===== config.mk =====
export PLATFORM = sky130hd
export DESIGN_NAME = uart_txrx_param_flat
export DESIGN_NICKNAME = d
export VERILOG_FILES = /design/src/rtl/uart_txrx_param_if.sv /design/src/rtl/uart_txrx_param.sv /design/src/flat_wrapper.sv
export SDC_FILE = /design/constraint.sdc
export NUM_CORES = 1
export LEC_CHECK = 0
export BUFFER_PORTS_ARGS = -buffer_cell sky130_fd_sc_hd__buf_2
export CAP_MARGIN = 15
export CORE_MARGIN = 5
export CORE_UTILIZATION = 40
export CTS_BUF_LIST = sky130_fd_sc_hd__clkbuf_4 sky130_fd_sc_hd__clkbuf_8 sky130_fd_sc_hd__clkbuf_16
export DETAILED_ROUTE_END_ITERATION = 16
export PLACE_DENSITY = 0.58
export RECOVER_POWER = 50
export SLEW_MARGIN = 20
export SYNTH_ARGS = -nofsm -noshare
export SYNTH_HDL_FRONTEND = slang
export SYNTH_SLANG_ARGS = --single-unit

===== constraint.sdc =====
create_clock -name clk -period 6.1 [get_ports clk]
set_input_delay 0.61 -clock clk [delete_from_list [all_inputs] [get_ports clk]]
set_output_delay 0.61 -clock clk [all_outputs]
set_load 0.01 [all_outputs]

===== src/rtl/uart_txrx_param_if.sv =====
// Bundle of user-side and serial-pin signals for the parametrised UART transceiver.
// The master side is user logic or a bench; the slave side is the transceiver itself.
interface uart_txrx_param_if #(
    parameter int DATA_BITS  = 8,
    parameter int FIFO_DEPTH = 8
);
    localparam int OCC_W = $clog2(FIFO_DEPTH + 1);

    logic                 send_data;
    logic [DATA_BITS-1:0] data_in;
    logic                 tx_busy;
    logic                 serial_out;
    logic                 serial_in;
    logic                 rd_en;
    logic [DATA_BITS-1:0] data_out;
    logic                 data_valid;
    logic                 parity_error;
    logic                 framing_error;
    logic                 overflow;
    logic [OCC_W-1:0]     fifo_count;

    modport master (
        output send_data, data_in, serial_in, rd_en,
        input  tx_busy, serial_out, data_out, data_valid,
               parity_error, framing_error, overflow, fifo_count
    );

    modport slave (
        input  send_data, data_in, serial_in, rd_en,
        output tx_busy, serial_out, data_out, data_valid,
               parity_error, framing_error, overflow, fifo_count
    );
endinterface


===== src/rtl/uart_txrx_param.sv =====
// Full-duplex UART with configurable word length, parity and stop bits, plus an
// RX FIFO that stores per-word parity/framing flags and a sticky overflow flag.
module uart_txrx_param #(
    parameter int CLK_FREQ    = 50_000_000,
    parameter int BAUD        = 115200,
    parameter int DATA_BITS   = 8,
    parameter int PARITY_MODE = 1,
    parameter int STOP_BITS   = 1,
    parameter int FIFO_DEPTH  = 8
) (
    input  logic             clk,
    input  logic             rst,
    uart_txrx_param_if.slave bus
);
    localparam int CPB     = CLK_FREQ / BAUD;
    localparam int CNT_W   = $clog2(STOP_BITS * CPB + 1);
    localparam int PTR_W   = $clog2(FIFO_DEPTH);
    localparam int OCC_W   = $clog2(FIFO_DEPTH + 1);
    localparam int ENTRY_W = DATA_BITS + 2;

    localparam logic             HAS_PARITY = (PARITY_MODE != 0);
    localparam logic             ODD_PARITY = (PARITY_MODE == 2);
    localparam logic [CNT_W-1:0] BIT_LAST   = CNT_W'(CPB - 1);
    localparam logic [CNT_W-1:0] HALF_LAST  = CNT_W'(CPB / 2 - 1);
    localparam logic [CNT_W-1:0] STOP_LAST  = CNT_W'(STOP_BITS * CPB - 1);
    localparam logic [3:0]       DATA_LAST  = 4'(DATA_BITS - 1);

    typedef enum logic [2:0] {
        TX_IDLE, TX_START, TX_DATA, TX_PARITY, TX_STOP
    } txState_e;

    typedef enum logic [2:0] {
        RX_IDLE, RX_START, RX_DATA, RX_PARITY, RX_STOP
    } rxState_e;

    // ---------------------------------------------------------------- TX
    txState_e             txState_q;
    logic [CNT_W-1:0]     txCnt_q;
    logic [3:0]           txBit_q;
    logic [DATA_BITS-1:0] txShift_q;
    logic                 txParity_q;
    logic                 txSerial_q;
    logic                 txBusy_q;
    logic                 sendPrev_q;
    logic                 sendEdge;

    assign sendEdge = bus.send_data & ~sendPrev_q;

    always_ff @(posedge clk) begin
        if (!rst) begin
            txState_q  <= TX_IDLE;
            txCnt_q    <= '0;
            txBit_q    <= '0;
            txShift_q  <= '0;
            txParity_q <= 1'b0;
            txSerial_q <= 1'b1;
            txBusy_q   <= 1'b0;
            sendPrev_q <= 1'b0;
        end else begin
            sendPrev_q <= bus.send_data;
            case (txState_q)
                TX_IDLE: begin
                    if (sendEdge && !txBusy_q) begin
                        txShift_q  <= bus.data_in;
                        txParity_q <= ODD_PARITY ? ~^bus.data_in : ^bus.data_in;
                        txSerial_q <= 1'b0;
                        txBusy_q   <= 1'b1;
                        txCnt_q    <= '0;
                        txState_q  <= TX_START;
                    end
                end
                TX_START: begin
                    if (txCnt_q == BIT_LAST) begin
                        txCnt_q    <= '0;
                        txBit_q    <= '0;
                        txSerial_q <= txShift_q[0];
                        txState_q  <= TX_DATA;
                    end else begin
                        txCnt_q <= txCnt_q + CNT_W'(1);
                    end
                end
                TX_DATA: begin
                    if (txCnt_q == BIT_LAST) begin
                        txCnt_q   <= '0;
                        // Bit 0 of the shifter is always the bit currently on the line.
                        txShift_q <= txShift_q >> 1;
                        if (txBit_q == DATA_LAST) begin
                            if (HAS_PARITY) begin
                                txSerial_q <= txParity_q;
                                txState_q  <= TX_PARITY;
                            end else begin
                                txSerial_q <= 1'b1;
                                txState_q  <= TX_STOP;
                            end
                        end else begin
                            txBit_q    <= txBit_q + 4'd1;
                            txSerial_q <= txShift_q[1];
                        end
                    end else begin
                        txCnt_q <= txCnt_q + CNT_W'(1);
                    end
                end
                TX_PARITY: begin
                    if (txCnt_q == BIT_LAST) begin
                        txCnt_q    <= '0;
                        txSerial_q <= 1'b1;
                        txState_q  <= TX_STOP;
                    end else begin
                        txCnt_q <= txCnt_q + CNT_W'(1);
                    end
                end
                TX_STOP: begin
                    if (txCnt_q == STOP_LAST) begin
                        txCnt_q   <= '0;
                        txBusy_q  <= 1'b0;
                        txState_q <= TX_IDLE;
                    end else begin
                        txCnt_q <= txCnt_q + CNT_W'(1);
                    end
                end
                default: begin
                    txSerial_q <= 1'b1;
                    txBusy_q   <= 1'b0;
                    txState_q  <= TX_IDLE;
                end
            endcase
        end
    end

    // ---------------------------------------------------------------- RX
    rxState_e             rxState_q;
    logic                 rxSync1_q;
    logic                 rxSync2_q;
    logic [CNT_W-1:0]     rxCnt_q;
    logic [3:0]           rxBit_q;
    logic [DATA_BITS-1:0] rxShift_q;
    logic                 rxParErr_q;
    logic                 rxPush_q;
    logic [DATA_BITS-1:0] rxWord_q;
    logic                 rxPe_q;
    logic                 rxFe_q;
    logic                 rxExpParity;

    assign rxExpParity = ODD_PARITY ? ~^rxShift_q : ^rxShift_q;

    // Sampling points sit half a bit after the detected start edge, then every bit time.
    always_ff @(posedge clk) begin
        if (!rst) begin
            rxState_q  <= RX_IDLE;
            rxSync1_q  <= 1'b1;
            rxSync2_q  <= 1'b1;
            rxCnt_q    <= '0;
            rxBit_q    <= '0;
            rxShift_q  <= '0;
            rxParErr_q <= 1'b0;
            rxPush_q   <= 1'b0;
            rxWord_q   <= '0;
            rxPe_q     <= 1'b0;
            rxFe_q     <= 1'b0;
        end else begin
            rxSync1_q <= bus.serial_in;
            rxSync2_q <= rxSync1_q;
            rxPush_q  <= 1'b0;
            case (rxState_q)
                RX_IDLE: begin
                    if (!rxSync2_q) begin
                        rxCnt_q    <= '0;
                        rxParErr_q <= 1'b0;
                        rxState_q  <= RX_START;
                    end
                end
                RX_START: begin
                    if (rxCnt_q == HALF_LAST) begin
                        rxCnt_q   <= '0;
                        rxBit_q   <= '0;
                        rxState_q <= rxSync2_q ? RX_IDLE : RX_DATA;
                    end else begin
                        rxCnt_q <= rxCnt_q + CNT_W'(1);
                    end
                end
                RX_DATA: begin
                    if (rxCnt_q == BIT_LAST) begin
                        rxCnt_q   <= '0;
                        rxShift_q <= {rxSync2_q, rxShift_q[DATA_BITS-1:1]};
                        if (rxBit_q == DATA_LAST) begin
                            rxState_q <= HAS_PARITY ? RX_PARITY : RX_STOP;
                        end else begin
                            rxBit_q <= rxBit_q + 4'd1;
                        end
                    end else begin
                        rxCnt_q <= rxCnt_q + CNT_W'(1);
                    end
                end
                RX_PARITY: begin
                    if (rxCnt_q == BIT_LAST) begin
                        rxCnt_q    <= '0;
                        rxParErr_q <= (rxSync2_q != rxExpParity);
                        rxState_q  <= RX_STOP;
                    end else begin
                        rxCnt_q <= rxCnt_q + CNT_W'(1);
                    end
                end
                RX_STOP: begin
                    if (rxCnt_q == BIT_LAST) begin
                        rxCnt_q   <= '0;
                        rxPush_q  <= 1'b1;
                        rxWord_q  <= rxShift_q;
                        rxPe_q    <= rxParErr_q;
                        rxFe_q    <= ~rxSync2_q;
                        rxState_q <= RX_IDLE;
                    end else begin
                        rxCnt_q <= rxCnt_q + CNT_W'(1);
                    end
                end
                default: rxState_q <= RX_IDLE;
            endcase
        end
    end

    // -------------------------------------------------------------- FIFO
    logic [ENTRY_W-1:0] fifoMem_q [FIFO_DEPTH];
    logic [PTR_W-1:0]   wrPtr_q;
    logic [PTR_W-1:0]   rdPtr_q;
    logic [OCC_W-1:0]   count_q;
    logic               overflow_q;
    logic               fifoEmpty;
    logic               fifoFull;
    logic               doPop;
    logic               doPush;
    logic [ENTRY_W-1:0] headEntry;

    assign fifoEmpty = (count_q == '0);
    assign fifoFull  = (count_q == OCC_W'(FIFO_DEPTH));
    assign doPop     = bus.rd_en && !fifoEmpty;
    // A simultaneous pop frees the head slot, so a full FIFO can still accept the word.
    assign doPush    = rxPush_q && (!fifoFull || doPop);
    assign headEntry = fifoMem_q[rdPtr_q];

    always_ff @(posedge clk) begin
        if (doPush) begin
            fifoMem_q[wrPtr_q] <= {rxFe_q, rxPe_q, rxWord_q};
        end
    end

    always_ff @(posedge clk) begin
        if (!rst) begin
            wrPtr_q    <= '0;
            rdPtr_q    <= '0;
            count_q    <= '0;
            overflow_q <= 1'b0;
        end else begin
            if (doPush) begin
                wrPtr_q <= wrPtr_q + PTR_W'(1);
            end
            if (doPop) begin
                rdPtr_q <= rdPtr_q + PTR_W'(1);
            end
            case ({doPush, doPop})
                2'b10:   count_q <= count_q + OCC_W'(1);
                2'b01:   count_q <= count_q - OCC_W'(1);
                default: count_q <= count_q;
            endcase
            if (rxPush_q && fifoFull && !doPop) begin
                overflow_q <= 1'b1;
            end
        end
    end

    assign bus.tx_busy       = txBusy_q;
    assign bus.serial_out    = txSerial_q;
    assign bus.data_valid    = !fifoEmpty;
    assign bus.data_out      = fifoEmpty ? '0 : headEntry[DATA_BITS-1:0];
    assign bus.parity_error  = fifoEmpty ? 1'b0 : headEntry[DATA_BITS];
    assign bus.framing_error = fifoEmpty ? 1'b0 : headEntry[DATA_BITS+1];
    assign bus.overflow      = overflow_q;
    assign bus.fifo_count    = count_q;
endmodule


===== src/flat_wrapper.sv =====
// flat-port wrapper written by rule: the top's interface ports become plain ports
module uart_txrx_param_flat 
#(
    parameter int CLK_FREQ    = 50_000_000,
    parameter int BAUD        = 115200,
    parameter int DATA_BITS   = 8,
    parameter int PARITY_MODE = 1,
    parameter int STOP_BITS   = 1,
    parameter int FIFO_DEPTH  = 8
)
  (clk, rst, bus_send_data, bus_data_in, bus_serial_in, bus_rd_en, bus_tx_busy, bus_serial_out, bus_data_out, bus_data_valid, bus_parity_error, bus_framing_error, bus_overflow, bus_fifo_count);
  uart_txrx_param_if #(.DATA_BITS(DATA_BITS), .FIFO_DEPTH(FIFO_DEPTH)) bus_i ();
  input  logic clk;
  input  logic rst;
  input wire logic [$bits(bus_i.send_data)-1:0] bus_send_data;
  input wire logic [$bits(bus_i.data_in)-1:0] bus_data_in;
  input wire logic [$bits(bus_i.serial_in)-1:0] bus_serial_in;
  input wire logic [$bits(bus_i.rd_en)-1:0] bus_rd_en;
  output wire logic [$bits(bus_i.tx_busy)-1:0] bus_tx_busy;
  output wire logic [$bits(bus_i.serial_out)-1:0] bus_serial_out;
  output wire logic [$bits(bus_i.data_out)-1:0] bus_data_out;
  output wire logic [$bits(bus_i.data_valid)-1:0] bus_data_valid;
  output wire logic [$bits(bus_i.parity_error)-1:0] bus_parity_error;
  output wire logic [$bits(bus_i.framing_error)-1:0] bus_framing_error;
  output wire logic [$bits(bus_i.overflow)-1:0] bus_overflow;
  output wire logic [$bits(bus_i.fifo_count)-1:0] bus_fifo_count;
  assign bus_i.send_data = bus_send_data;
  assign bus_i.data_in = bus_data_in;
  assign bus_i.serial_in = bus_serial_in;
  assign bus_i.rd_en = bus_rd_en;
  assign bus_tx_busy = bus_i.tx_busy;
  assign bus_serial_out = bus_i.serial_out;
  assign bus_data_out = bus_i.data_out;
  assign bus_data_valid = bus_i.data_valid;
  assign bus_parity_error = bus_i.parity_error;
  assign bus_framing_error = bus_i.framing_error;
  assign bus_overflow = bus_i.overflow;
  assign bus_fifo_count = bus_i.fifo_count;
  uart_txrx_param #(.CLK_FREQ(CLK_FREQ), .BAUD(BAUD), .DATA_BITS(DATA_BITS), .PARITY_MODE(PARITY_MODE), .STOP_BITS(STOP_BITS), .FIFO_DEPTH(FIFO_DEPTH)) u_core (.clk(clk), .rst(rst), .bus(bus_i));
endmodule

# Yosys cells after proc, flatten, opt, wreduce, memory -nomap -nowiden
# Memory sizes are Yosys's and may differ from the RTL's. A register that Yosys moved wholly into a read port is not among the register bits.
# Cells that the tools add are included.
word_totals:
  n_memories: 1
  ramBits: 80
  ff_bits: 77
  inputBits: 13
  elab_cells: 161
  output_inout_bits: 18
op_classes:
  n_bitwise: 5
  add_sub_neg: 8
  reduce_logical: 39
  n_eq_ne: 31
  mux: 54
mem_list:
  columns: ["memory", "words", "word_bits", "read_ports", "rd_clocked_by_memory_dff", "wr", "line", "source"]
  rows:
  - ["u_core.fifoMem_q", 8, 10, 1, 1, 1, "uart_txrx_param.sv:221", "logic [ENTRY_W-1:0] fifoMem_q [FIFO_DEPTH];"]
ops:
  columns: ["operator", "count"]
  rows:
  - ["9-bit 2-to-1 mux", 5]
  - ["3-bit 2-to-1 mux", 14]
  - ["3-bit case mux with 5 select lines", 2]
  - ["9-bit case mux with 3 select lines", 1]
  - ["4-bit 2-to-1 mux", 6]
  - ["8-bit 2-to-1 mux", 3]
  - ["4-bit case mux with 2 select lines", 3]
  - ["2-bit by 1-bit inequality test with 1-bit output (second input constant)", 11]
  - ["9-bit by 1-bit adder with 9-bit output (second input constant)", 2]
  - ["9-bit equality test (second input constant)", 2]
  - ["9-bit case mux with 2 select lines", 1]
  - ["8-bit case mux with 2 select lines", 1]
  - ["8-bit parity", 2]
  - ["1-bit 2-to-1 mux", 14]
  - ["4-bit by 1-bit adder with 4-bit output (second input constant)", 3]
  - ["3-bit by 2-bit equality test with 1-bit output (second input constant)", 4]
  - ["2-bit AND reduction", 6]
  - ["6-bit AND reduction", 2]
  - ["2-bit nonzero test", 6]
  - ["9-bit by 8-bit equality test with 1-bit output (second input constant)", 1]
  - ["3-bit AND reduction", 3]
  - ["4-bit by 3-bit equality test with 1-bit output (second input constant)", 2]
  - ["4-bit AND reduction", 2]
  - ["3-bit by 1-bit adder with 3-bit output (second input constant)", 2]
  - ["other kinds (23)", 39]

# Logic depth before layout (Yosys ltp)
logic_depth:
  ltp_word: 7
  ltp_mapped: 11
  depth_no_buf: 10

# Least setup slack after synthesis
# OpenSTA, ideal clock, no wires.
synth_timing:
  kind: "register -> register"
  start: "register u_core.count_q[1] (netlist: u_core.bus.fifo_count[1])"
  end: "register u_core.count_q[2] (netlist: u_core.bus.fifo_count[2])"
  t_arrival_ns: 2.351
  t_required_ns: 6.029
  path_stages_with_launch: 12
  period_less_slack_ns: 2.422
  n_path_buf: 1
  setup_time_ns: 0.071
  path_slack_ns: 3.678
  path_cell_list: "dfxtp_1 -> clkbuf_1 -> nor3_1 -> a31oi_1 -> inv_1 -> ha_1 -> xor2_1 -> ha_1 -> a21oi_1 -> xor2_1 -> or3_1 -> a21oi_1"
synth_via:
  elab_chain_len: 7
  word_cells_on_any_way: 13
  classes_between: "add/sub (2); eq/ne (3); mux (1); reduce/logical (7)"
synth_lines:
  columns: ["item", "line", "source"]
  rows:
  - ["from (decl)", "uart_txrx_param.sv:224", "logic [OCC_W-1:0] count_q;"]
  - ["from (signal assigned)", "uart_txrx_param.sv:259", "2'b10: count_q <= count_q + OCC_W'(1);"]
  - ["from (signal assigned)", "uart_txrx_param.sv:260", "2'b01: count_q <= count_q - OCC_W'(1);"]
  - ["from (signal assigned)", "uart_txrx_param.sv:261", "default: count_q <= count_q;"]
  - ["4-bit zero test", "uart_txrx_param.sv:232", "assign fifoEmpty = (count_q == '0);"]
  - ["1-bit zero test", "uart_txrx_param.sv:234", "assign doPop = bus.rd_en && !fifoEmpty;"]
  - ["1-bit logical AND", "uart_txrx_param.sv:234", null]
  - ["1-bit logical OR", "uart_txrx_param.sv:236", "assign doPush = rxPush_q && (!fifoFull || doPop);"]
  - ["1-bit logical AND", "uart_txrx_param.sv:236", null]
  - ["2-bit by 1-bit equality test with 1-bit output or 2-bit equality test (tied branches)", "uart_txrx_param.sv:258", "case ({doPush, doPop})"]
  - ["4-bit case mux with 2 select lines or 2-bit nonzero test (tied branches)", null, null]
# Parallel ways exist; a longest one is shown, timed or not.
# A chain may end at the register's enable or synchronous reset.

==> summary.txt <==
Floorplanning
  • Initial core utilization: 40.3%
  • Width of the die: 141 um
  • Row count: 48
  • Die area: 20000 um2
  • Chip height: between 100 and 150 um
  • # IOs: 31
  • Core box area: 17100 um2

Detailed routing
  • Via/cell ratio: between 5 and 6
  • Post-DRT Antenna Nets: 0
  • Wire per inst: 15.2 um
  • Detailed Route Iter0 Violations: 259
  • Initial DRT Pass Iterations: 4
  • DR vias: 4343
  • Final WL: 12900 um
  • Detailed-route DRC error count: 0

STA
  • Slew HR: -66.8%
  • Post-route minimum period: 2840 ps
  • Final setup viols: 0
  • Pins Over Slew Limit: 57
  • RSZ-0062 raised after global routing: false
  • Setup TNS: 0 ps
  • Final hold vios: 0
  • Worst-Margin Slew: 2500 ps
  • Final Skew: around 9 ps
  • Crit share post-route: 46.6%
  • Fmax: 352 MHz
  • Fin Hold WS: about 380 ps

Setup path
  • Slowest cell on the critical path: dfxtp_1
  • Required time worst endpoint: 5490 ps
  • CP max stage delay: 960 ps
  • Crit Path Class: reg2out
  • Critical path fanouts, max: 20
  • CP startpoint kind: register
  • Ordered cell list for the critical path: mux4_2 -> mux2i_1 -> nor2_1 -> buf_2
  • Crit path DAT: 2230 ps
  • Worst setup EP type: output pin

Logic synthesis
  • EDFF count, synth: 80
  • Synth Net Count: 603
  • Post-Synth XOR/XNOR Area: 4.89%
  • Share of synthesized cell area in full adder, half adder and majority cells: 2.18%
  • Ys async rst share: 0%
  • Top FF cell, synth: edfxtp_1
  • Mapped Avg Cell Area: 11.9 um2
  • Simple-Gate Fraction of Synth Area: between 10% and 20%
  • Complex-gate fraction of the synthesized area: 6.74%
  • Post-synthesis cell type count: 60
  • Synth warn: 0
  • Post-synthesis cell count: 578
  • Count of state elements after synthesis: 160
  • Multiplexer share of the synthesized area: 10.9%
  • Post-synthesis sequential area ratio: roughly three fifths
  • Largest family of logic cells by synthesized area: simple AND/OR/NAND/NOR gates
  • Netlist Area Pre-Place: 6900 um2

Global routing
  • GRT Overall Usage: between 10% and 20%
  • Initial antenna violation count: 0
  • First-pass GRT wire length: 21900 um
  • Vias in the first global route: 4328
  • Largest net degree at the start of global routing: 57
  • Gr ovfl total: 0

CTS
  • Cts hold-fix bufs: 0
  • Clock Latency Late Sink: 420 ps
  • H-tree depth: 4
  • Clk pin slew, worst setup/hold paths: 60 ps
  • CTS tree: done
  • Post-CTS setup buffers: 0
  • Post-CTS resize count: 0
  • Clk buf depth: 2
  • CTS Buf Count: 17
  • CTS sink count: 160
  • Clock root buffer: clkbuf_16

Cells and area
  • Fillers: 1583
  • Register area: roughly 4000 um2
  • Area of the multi-input gates: 2770 um2
  • Final #Nets: ~630
  • Layout Utilization: 45.6%
  • Final instance area: 7810 um2
  • Fraction of layout cells with a size suffix above 1: 14.2%
  • Antenna diode instance count: 0
  • Syn-to-layout area delta: 13.1%

Pwr
  • Worst vdd ir: 0.000206 V
  • LEAKAGE: 2.73 nW
  • Pwr Density: about 280 nW/um2
  • Total Power: approximately 2.2 mW

Status
  • Violated checks: max-capacitance violations, max-slew violations
  • Status: finished, violations left

Job
  • Max_cap viols: 1

Placed design
  • Global placement routability congestion: 0.797
  • Area after DPL: 7280 um2
  • Hpwl dp: 8530 um
  • Buffers on Ports: 30

Hold path
  • Min-delay worst type: in2reg
==> Yosys cell counts, types with 4 or more instances <==
cell       n  share of area (%)
or3b_2     4               0.51
inv_1     10               0.54
nand3_1   12               0.87
a211oi_1   5               0.54
edfxtp_1  80                 35
nand2b_1   8               0.73
ha_1      12                2.2
nor3_1    12               0.87
nand2_1   39                2.1
dfxtp_1   80                 23
xor2_1    15                1.9
buf_2      6               0.44
nor2_1    84                4.6
o22ai_1    4               0.36
o21ai_0   11               0.80
nand4_1   10               0.91
mux2i_1   29                4.2
clkbuf_1  16               0.87
or3_1      5               0.45
nor4_1     5               0.45
a21oi_1   24                1.7
a311oi_1   7               0.89
mux4_2    20                6.5
and2_1     6               0.54
a31oi_1    4               0.36
o21a_1     5               0.54
xnor2_1   21                2.7
==> flip-flops by register name, indices dropped and copies added, names as in the netlist, 4 cells and up, named ones only <==
| register | count |
|---|---|
| u_core.rxWord_q | 8 |
| u_core.rxBit_q | 4 |
| u_core.fifoMem_q | 80 |
| u_core.rxCnt_q | 9 |
| u_core.bus.fifo_count | 4 |
| u_core.txCnt_q | 9 |
| u_core.txShift_q | 8 |
| u_core.txBit_q | 4 |
| u_core.rxShift_q | 8 |
==> path summary, 6_finish.rpt <==
path | from | to | slack (ps) | depth (start not counted)
max | register | bus_data_out[6] | 3260 | 4
min reg2reg | u_core.rxSync1_q$_SDFF_PN1_ | u_core.rxSync2_q$_SDFF_PN1_ | 410 | 1
max reg2reg | u_core.bus.fifo_count[0]$_SDFFE_PN0P_ | u_core.bus.fifo_count[2]$_SDFFE_PN0P_ | 3520 | 10
min | bus_serial_in | u_core.rxSync1_q$_SDFF_PN1_ | 380 | 2
==> worst max-delay path: cells and delay by family (launching register included) <==
kind	cells	cell delay [ps]
muxes	2	640
buffers and inverters	1	140
DFF	1	960
and+or+nand+nor	1	70
==> through the flow <==
stage	instances	worst slack [ps]
after CTS	845	3170
after detailed placement	813	3390
final	845	3260
after global placement	813	3440
after global routing	845	2860
after floorplan	578	3680
==> power by group <==
part / switching (mW) / internal (mW) / leakage, nW
clock: 0.402 / 0.574 / 0.257
combinational: 0.0418 / 0.0290 / 1.09
sequential: 0.0113 / 1.13 / 1.39
==> routing by layer <==
layer  global-route usage, %  routed length, um
met5                       0                  0
met2                    22.7               6280
met1                    17.8               5960
met4                    4.33                177
met3                    3.64                441
==> cells in the final DEF, fill, tap and decap left out, drive strengths merged, types with 6 or more instances in the layout <==
cell type | Yosys | final
buf | 9 | 24
mux4 | 20 | 20
clkinv | 0 | 6
xnor2 | 21 | 21
ha | 12 | 12
o21ai | 12 | 12
xor2 | 15 | 15
nand2b | 8 | 8
a311oi | 7 | 7
dfxtp | 80 | 80
nand2 | 40 | 40
a21oi | 24 | 24
nand3 | 12 | 12
edfxtp | 80 | 80
nand4 | 10 | 10
inv | 10 | 10
and2 | 6 | 6
clkbuf | 16 | 32
nor2 | 85 | 85
mux2i | 29 | 29
nor3 | 13 | 13
==> final cells by class <==
| cell class | count | area share [%] |
|---|---|---|
| Tap cell | 225 | 3.61 |
| Sequential cell | 160 | 51.3 |
| Multi-Input combinational cell | 383 | 35.5 |
| Timing Repair Buffer | 35 | 2.13 |
| Inverter | 10 | 0.481 |
| Clock buffer | 21 | 5.83 |
| Clock inverter | 11 | 1.19 |
==> cell families (layout without fill, tap and decap cells) <==
family / count (synthesis) / in the layout
flip-flops: 160 / 160
buffers and inverters: 35 / 77
multiplexers: 50 / 50
adder cells (fa/ha/maj): 12 / 12
AND/OR/NAND/NOR: 211 / 211
AO/OA/AOI/OAI: 73 / 73
XOR/XNOR: 37 / 37
(Power assumes the default switching activity.)
